--- config.mk ---
export PLATFORM = sky130hd
export DESIGN_NAME = cam_sensor_emulator
export DESIGN_NICKNAME = d
export VERILOG_FILES = /design/src/rtl/cam_sensor_emulator.sv
export SDC_FILE = /design/constraint.sdc
export NUM_CORES = 1
export LEC_CHECK = 0
export ABC_AREA = 1
export CAP_MARGIN = 30
export CORE_MARGIN = 3
export CORE_UTILIZATION = 64
export CTS_CLUSTER_SIZE = 25
export DETAILED_ROUTE_END_ITERATION = 12
export DONT_BUFFER_PORTS = 1
export PLACE_DENSITY = 0.8
export SLEW_MARGIN = 15
export SYNTH_ARGS = -nofsm -noshare
export SYNTH_HDL_FRONTEND = slang
export SYNTH_SLANG_ARGS = --single-unit
--- constraint.sdc ---
create_clock -name CLK -period 2.2 [get_ports CLK]
set_input_delay 0.33 -clock CLK [delete_from_list [all_inputs] [get_ports CLK]]
set_output_delay 0.33 -clock CLK [all_outputs]
set_load 0.02 [all_outputs]
--- src/rtl/cam_sensor_emulator.sv ---
// Parallel-port camera sensor stand-in: PIXCLK = CLK/2 with FRAME_VALID/LINE_VALID/DATA
// timing and blanking that mimic the sensor, plus selectable test patterns.
module cam_sensor_emulator #(
   parameter int H        = 752,
   parameter int V        = 480,
   parameter int H_BLANK  = 94,
   parameter int V_BLANK  = 45,
   parameter int FV_LEAD  = 4,
   parameter int FV_TRAIL = 4
) (
   input  logic       CLK,
   input  logic       RST,
   input  logic       ENABLE,
   input  logic [1:0] PATTERN,
   output logic       PIXCLK,
   output logic       FRAME_VALID,
   output logic       LINE_VALID,
   output logic [9:0] DATA,
   output logic [7:0] FRAME_COUNT,
   output logic       BUSY
);

   localparam int VB_TICKS = V_BLANK * (H + H_BLANK);
   localparam int T_MAX0   = (VB_TICKS > FV_LEAD) ? VB_TICKS : FV_LEAD;
   localparam int T_MAX    = (T_MAX0 > FV_TRAIL) ? T_MAX0 : FV_TRAIL;
   localparam int CW       = (H > 1) ? $clog2(H) : 1;
   localparam int LW       = (V > 1) ? $clog2(V) : 1;
   localparam int TW       = $clog2(T_MAX + 1);

   localparam logic [CW-1:0] COL_LAST  = CW'(H - 1);
   localparam logic [LW-1:0] LINE_LAST = LW'(V - 1);
   localparam logic [TW-1:0] LEAD_LAST = TW'(FV_LEAD - 1);
   localparam logic [TW-1:0] HB_LAST   = TW'(H_BLANK - 1);
   localparam logic [TW-1:0] TR_LAST   = TW'(FV_TRAIL - 1);
   localparam logic [TW-1:0] VB_LAST   = TW'(VB_TICKS - 1);

   localparam logic [2:0] ST_IDLE   = 3'd0;
   localparam logic [2:0] ST_LEAD   = 3'd1;
   localparam logic [2:0] ST_ACTIVE = 3'd2;
   localparam logic [2:0] ST_HBLANK = 3'd3;
   localparam logic [2:0] ST_TRAIL  = 3'd4;
   localparam logic [2:0] ST_VBLANK = 3'd5;

   logic          ph_r;
   logic [2:0]    state_r, state_s;
   logic [CW-1:0] col_r, col_s, col_inc_s;
   logic [LW-1:0] line_r, line_s, line_inc_s;
   logic [TW-1:0] tmr_r, tmr_s;
   logic [1:0]    pat_r, pat_s;
   logic          fv_r, fv_s;
   logic          lv_r, lv_s;
   logic [9:0]    data_r, data_s;
   logic [7:0]    fc_r, fc_s;
   logic          busy_r;

   function automatic logic [9:0] pixel_value(input logic [1:0] pat, input logic [CW-1:0] col,
                                              input logic [LW-1:0] line, input logic [7:0] fc);
      logic [9:0] c10;
      logic [9:0] l10;
      logic [9:0] v;
      c10 = 10'(col);
      l10 = 10'(line);
      case (pat)
         2'd0:    v = c10;
         2'd1:    v = l10;
         2'd2:    v = (c10[3] ^ l10[3]) ? 10'h3FF : 10'h000;
         2'd3:    v = {fc, 2'b00};
         default: v = 10'h000;
      endcase
      return v;
   endfunction

   assign col_inc_s  = col_r + 1'b1;
   assign line_inc_s = line_r + 1'b1;

   // Next-state and next-output logic; everything holds except on the ph 1->0 tick.
   always_comb begin
      state_s = state_r;
      col_s   = col_r;
      line_s  = line_r;
      tmr_s   = tmr_r;
      pat_s   = pat_r;
      fv_s    = fv_r;
      lv_s    = lv_r;
      data_s  = data_r;
      fc_s    = fc_r;
      if (ph_r) begin
         case (state_r)
            ST_IDLE: begin
               if (ENABLE) begin
                  state_s = ST_LEAD;
                  fv_s    = 1'b1;
                  pat_s   = PATTERN;
                  line_s  = {LW{1'b0}};
                  tmr_s   = {TW{1'b0}};
               end else begin
                  state_s = ST_IDLE;
               end
            end
            ST_LEAD: begin
               if (tmr_r == LEAD_LAST) begin
                  state_s = ST_ACTIVE;
                  lv_s    = 1'b1;
                  col_s   = {CW{1'b0}};
                  data_s  = pixel_value(pat_r, {CW{1'b0}}, line_r, fc_r);
               end else begin
                  tmr_s = tmr_r + 1'b1;
               end
            end
            ST_ACTIVE: begin
               if (col_r == COL_LAST) begin
                  lv_s    = 1'b0;
                  data_s  = 10'h000;
                  tmr_s   = {TW{1'b0}};
                  state_s = (line_r == LINE_LAST) ? ST_TRAIL : ST_HBLANK;
               end else begin
                  col_s  = col_inc_s;
                  data_s = pixel_value(pat_r, col_inc_s, line_r, fc_r);
               end
            end
            ST_HBLANK: begin
               if (tmr_r == HB_LAST) begin
                  state_s = ST_ACTIVE;
                  line_s  = line_inc_s;
                  lv_s    = 1'b1;
                  col_s   = {CW{1'b0}};
                  data_s  = pixel_value(pat_r, {CW{1'b0}}, line_inc_s, fc_r);
               end else begin
                  tmr_s = tmr_r + 1'b1;
               end
            end
            ST_TRAIL: begin
               if (tmr_r == TR_LAST) begin
                  state_s = ST_VBLANK;
                  fv_s    = 1'b0;
                  fc_s    = fc_r + 1'b1;
                  tmr_s   = {TW{1'b0}};
               end else begin
                  tmr_s = tmr_r + 1'b1;
               end
            end
            ST_VBLANK: begin
               // ENABLE only matters here, so a frame in flight always completes.
               if (tmr_r == VB_LAST) begin
                  if (ENABLE) begin
                     state_s = ST_LEAD;
                     fv_s    = 1'b1;
                     pat_s   = PATTERN;
                     line_s  = {LW{1'b0}};
                     tmr_s   = {TW{1'b0}};
                  end else begin
                     state_s = ST_IDLE;
                  end
               end else begin
                  tmr_s = tmr_r + 1'b1;
               end
            end
            default: begin
               state_s = ST_IDLE;
               fv_s    = 1'b0;
               lv_s    = 1'b0;
               data_s  = 10'h000;
            end
         endcase
      end else begin
         state_s = state_r;
      end
   end

   // State and output registers; asynchronous reset aborts any frame in progress.
   always_ff @(posedge CLK or negedge RST) begin
      if (!RST) begin
         ph_r    <= 1'b0;
         state_r <= ST_IDLE;
         col_r   <= {CW{1'b0}};
         line_r  <= {LW{1'b0}};
         tmr_r   <= {TW{1'b0}};
         pat_r   <= 2'd0;
         fv_r    <= 1'b0;
         lv_r    <= 1'b0;
         data_r  <= 10'h000;
         fc_r    <= 8'd0;
         busy_r  <= 1'b0;
      end else begin
         ph_r    <= ~ph_r;
         state_r <= state_s;
         col_r   <= col_s;
         line_r  <= line_s;
         tmr_r   <= tmr_s;
         pat_r   <= pat_s;
         fv_r    <= fv_s;
         lv_r    <= lv_s;
         data_r  <= data_s;
         fc_r    <= fc_s;
         busy_r  <= (state_s != ST_IDLE);
      end
   end

   assign PIXCLK      = ph_r;
   assign FRAME_VALID = fv_r;
   assign LINE_VALID  = lv_r;
   assign DATA        = data_r;
   assign FRAME_COUNT = fc_r;
   assign BUSY        = busy_r;

endmodule

==> impl_results.md <==
- Worst r2r dst: col_r[5]
- Syn Inst Count: between 600 and 700
- Worst-path fanout max: 11
- Port Buf Inserts: 0
- Antenna viol nets, final: 0
- Fmax: approximately 490 MHz
- DRC viols: 0
- Worst hold path startpoint: PATTERN[1]
- Congestion Overflow GR: 0
- Setup-failing EPs final: 0
- CTS Buf Count: 9
- Storage cell area: approximately 1600 um2
- # Max-Cap Violations: 0
- Setup Skew: 8.27 ps
- ANT cells: 0
- Hold Crit Endpoint: pat_r[1]
- Run status: complete, no violations
- H-tree depth: 3
- Fin crit period: ~2000 ps
- FP Rows: 29
- First-pass iteration count of the detailed router: 5
- Initial Utilization: between 60% and 70%
- Max-slew headroom: between 60% and 70%
- CP Class: reg -> reg
- Startpoint types: flop
- Avg Inst Size Synth: slightly below 7 um2
- Leak: between 2 and 2.5 nW
- Post-DP HPWL: about 7600 um
- Min-Delay Path Depth: 2
- Top cell type's share of synthesized area: between 30% and 40%
- Clk Latency, worst-skew pair: 340 ps
- FILL cells: ~560
- Power per cell area: 979 nW/um2
- First-pass GRT wire length: 17300 um
- I/O pin count: 27
- R2R Setup Slk: ~170 ps
- Yosys cell types: 36
- Final nets: 650
- CTS root buf: clkbuf_8
- # clock sinks: 62
- Final core utilization: 71.7%
- Synth Warn #: 0
- Initial DRC Count: 356
- Crit share post-route: between 90 and 100%
- Worst reg2reg path startpoint: tmr_r[8]
- Die W: between 80 and 90 um
- Initial antenna violation count: 0
- Reg clk slew, reported paths: about 70 ps
- Measured slew at the worst slew-check pin: 482 ps
- Worst setup EP type: flop
- Max-slew violation count: 0
- Area of the multi-input gates: approximately 2400 um2
- Core box area: around 6500 um2
- Avg WL per Cell: approximately 14 um
- HP Class: in -> reg
- Critical path data arrival time: ~2300 ps
- Vias in the first global route: between 3000 and 4000
- Synth Net Count: about 640
- Number of vias per cell: 5.56
- Routed vias: ~4000
- Post-Place Cells: approximately 700
- Register area share after synthesis: a little over a third
- CTS tree: yes
- Syn Std Cell Area: 4330 um2
- Global placer's final weighted congestion: roughly 0.91
- Die Span Y: a little under 90 um
- Die area: ~8000 um2
- Largest net degree at the start of global routing: 63
- Setup TNS: 0 ps
- Depth of the worst register-to-register path: 11
- Maximum VDD drop: about 0.66 mV
- Crit path required time: 2480 ps
- Top post-synthesis cells by area: dfrtp_1, nand2_1, nand3_1, nor2_1, inv_1
- Largest area contributor in the netlist: dfrtp_1
- RSZ-0062 raised after global routing: false
- Layout cells sized above 1: between 10% and 20%
- Synthesis-to-layout area growth: 6.97%
- FF+latch count, synth: 62
- Final Hold Viols: 0
- Final WL: around 10000 um
- Non-filler cells, final: ~720
- CTS Buffer Depth: 2
- All-Layer GR Usage: between 20% and 30%
[layout by cell type (no fill, tap or decap), types with 2 or more instances in the layout]
cell type,Yosys,final
mux2_2,4,4
a21oi_1,11,11
nand2_1,231,231
o22ai_1,3,3
nand3_1,52,52
nor3_1,10,10
nand2_2,9,8
clkbuf_8,0,10
dfrtp_1,62,62
xor2_1,15,15
ha_1,5,5
xnor2_1,4,4
nand4_1,13,13
o21ai_0,27,27
nor2_1,63,63
nand2_4,3,4
o21bai_1,2,2
clkinvlp_4,0,2
inv_2,12,12
nor2_4,3,4
inv_1,59,59
nor2_2,5,4
buf_4,1,6
nand3_2,3,2
o21ai_2,17,17
[cell type report]
cell class,instances,area share (%)
Multi-Input combinational cell,488,52.5
Clock inverter,5,1.27
Timing Repair Buffer,8,1.78
Tap cell,77,2.08
Inverter,71,5.76
Clock buffer,11,3.05
Sequential cell,62,33.5
[cells in the mapped netlist, drive strengths merged]
library cell / number
a21oi: 13
a22oi: 1
buf: 10
clkbuf: 3
dfrtp: 62
ha: 5
inv: 71
mux2: 4
nand2: 243
nand3: 55
nand3b: 1
nand4: 13
nor2: 72
nor3: 11
o21ai: 45
o21bai: 2
o22ai: 3
or2: 1
xnor2: 4
xor2: 15
[cell families after synthesis]
| group | Yosys count | synth area share, % |
|---|---|---|
| and+or+nand+nor | 396 | 40.0 |
| muxes | 4 | 1.04 |
| buffers and inverters | 84 | 8.35 |
| DFF | 62 | 35.8 |
| AOI/OAI and AO/OA | 64 | 9.48 |
| xor gates and xnor gates | 19 | 3.85 |
| adders and majority gates | 5 | 1.45 |
[flip-flops by register name, indices dropped and copies added (netlist names)]
| register | count |
|---|---|
| line_r | 9 |
| LINE_VALID | 1 |
| pat_r | 2 |
| BUSY | 1 |
| PIXCLK | 1 |
| DATA | 10 |
| FRAME_COUNT | 8 |
| tmr_r | 16 |
| col_r | 10 |
| state_r | 3 |
| FRAME_VALID | 1 |
[per-layer routing]
layer / vias to the layer above / share of wire (%) / track usage [%] / wire (um)
li1: 2030 / - / - / -
met1: 1830 / 49 / 42.6 / 4950
met2: 143 / 43 / 41.9 / 4340
met3: 12 / 6.6 / 4.75 / 662
met4: 0 / 1.2 / 8.65 / 116
met5: - / 0 / 0 / 0
[power by group]
| group | internal [W] | total, W | switching (W) |
|---|---|---|---|
| clock | 0.000554 | 0.00102 | 0.000462 |
| combinational | 0.000558 | 0.00188 | 0.00132 |
| sequential | 0.00133 | 0.00163 | 0.000302 |
| total | 0.00244 | 0.00453 | 0.00209 |
[critical path, stage by stage (launching register included)]
cell and delay [ps]:
dfrtp_1 430, nor2_1 190, nand2_1 80, nor2_1 270, nand2_1 170, nand2_1 130, nand2_2 70, inv_2 90
nand2_2 170, nor2_4 210, nand3_1 90, nand2_1 70
[repair_timing]
item	in CTS	in global routing
hold buffers	2	0
buffers inserted	0	0
hold endpoints to repair	62	0
endpoints found under the setup margin	0	13
gates resized for setup	0	3
[per-stage QoR]
stage	cell area [um2]	total power, W	worst slack (ps)	hold WS [ps]
after floorplan	4330	0.00309	466	34.4
after CTS	4610	0.00450	92.5	143
after global placement	4370	0.00342	181	36.0
final	4630	0.00453	166	152
after detailed placement	4370	0.00345	123	35.9
after global routing	4630	0.00491	20.7	157
[worst max-delay path by stage]
stage / to / depth (start not counted) / slack, ps / from
after CTS: DATA[1] / 11 / 90 / tmr_r[8]
final: col_r[5] / 11 / 170 / tmr_r[8]
after detailed placement: DATA[1] / 11 / 120 / tmr_r[8]
after global routing: col_r[5] / 11 / 20 / tmr_r[8]
after global placement: tmr_r[13] / 8 / 180 / tmr_r[8]
after floorplan: tmr_r[13] / 11 / 470 / col_r[0]
(Power assumes the default switching activity.)
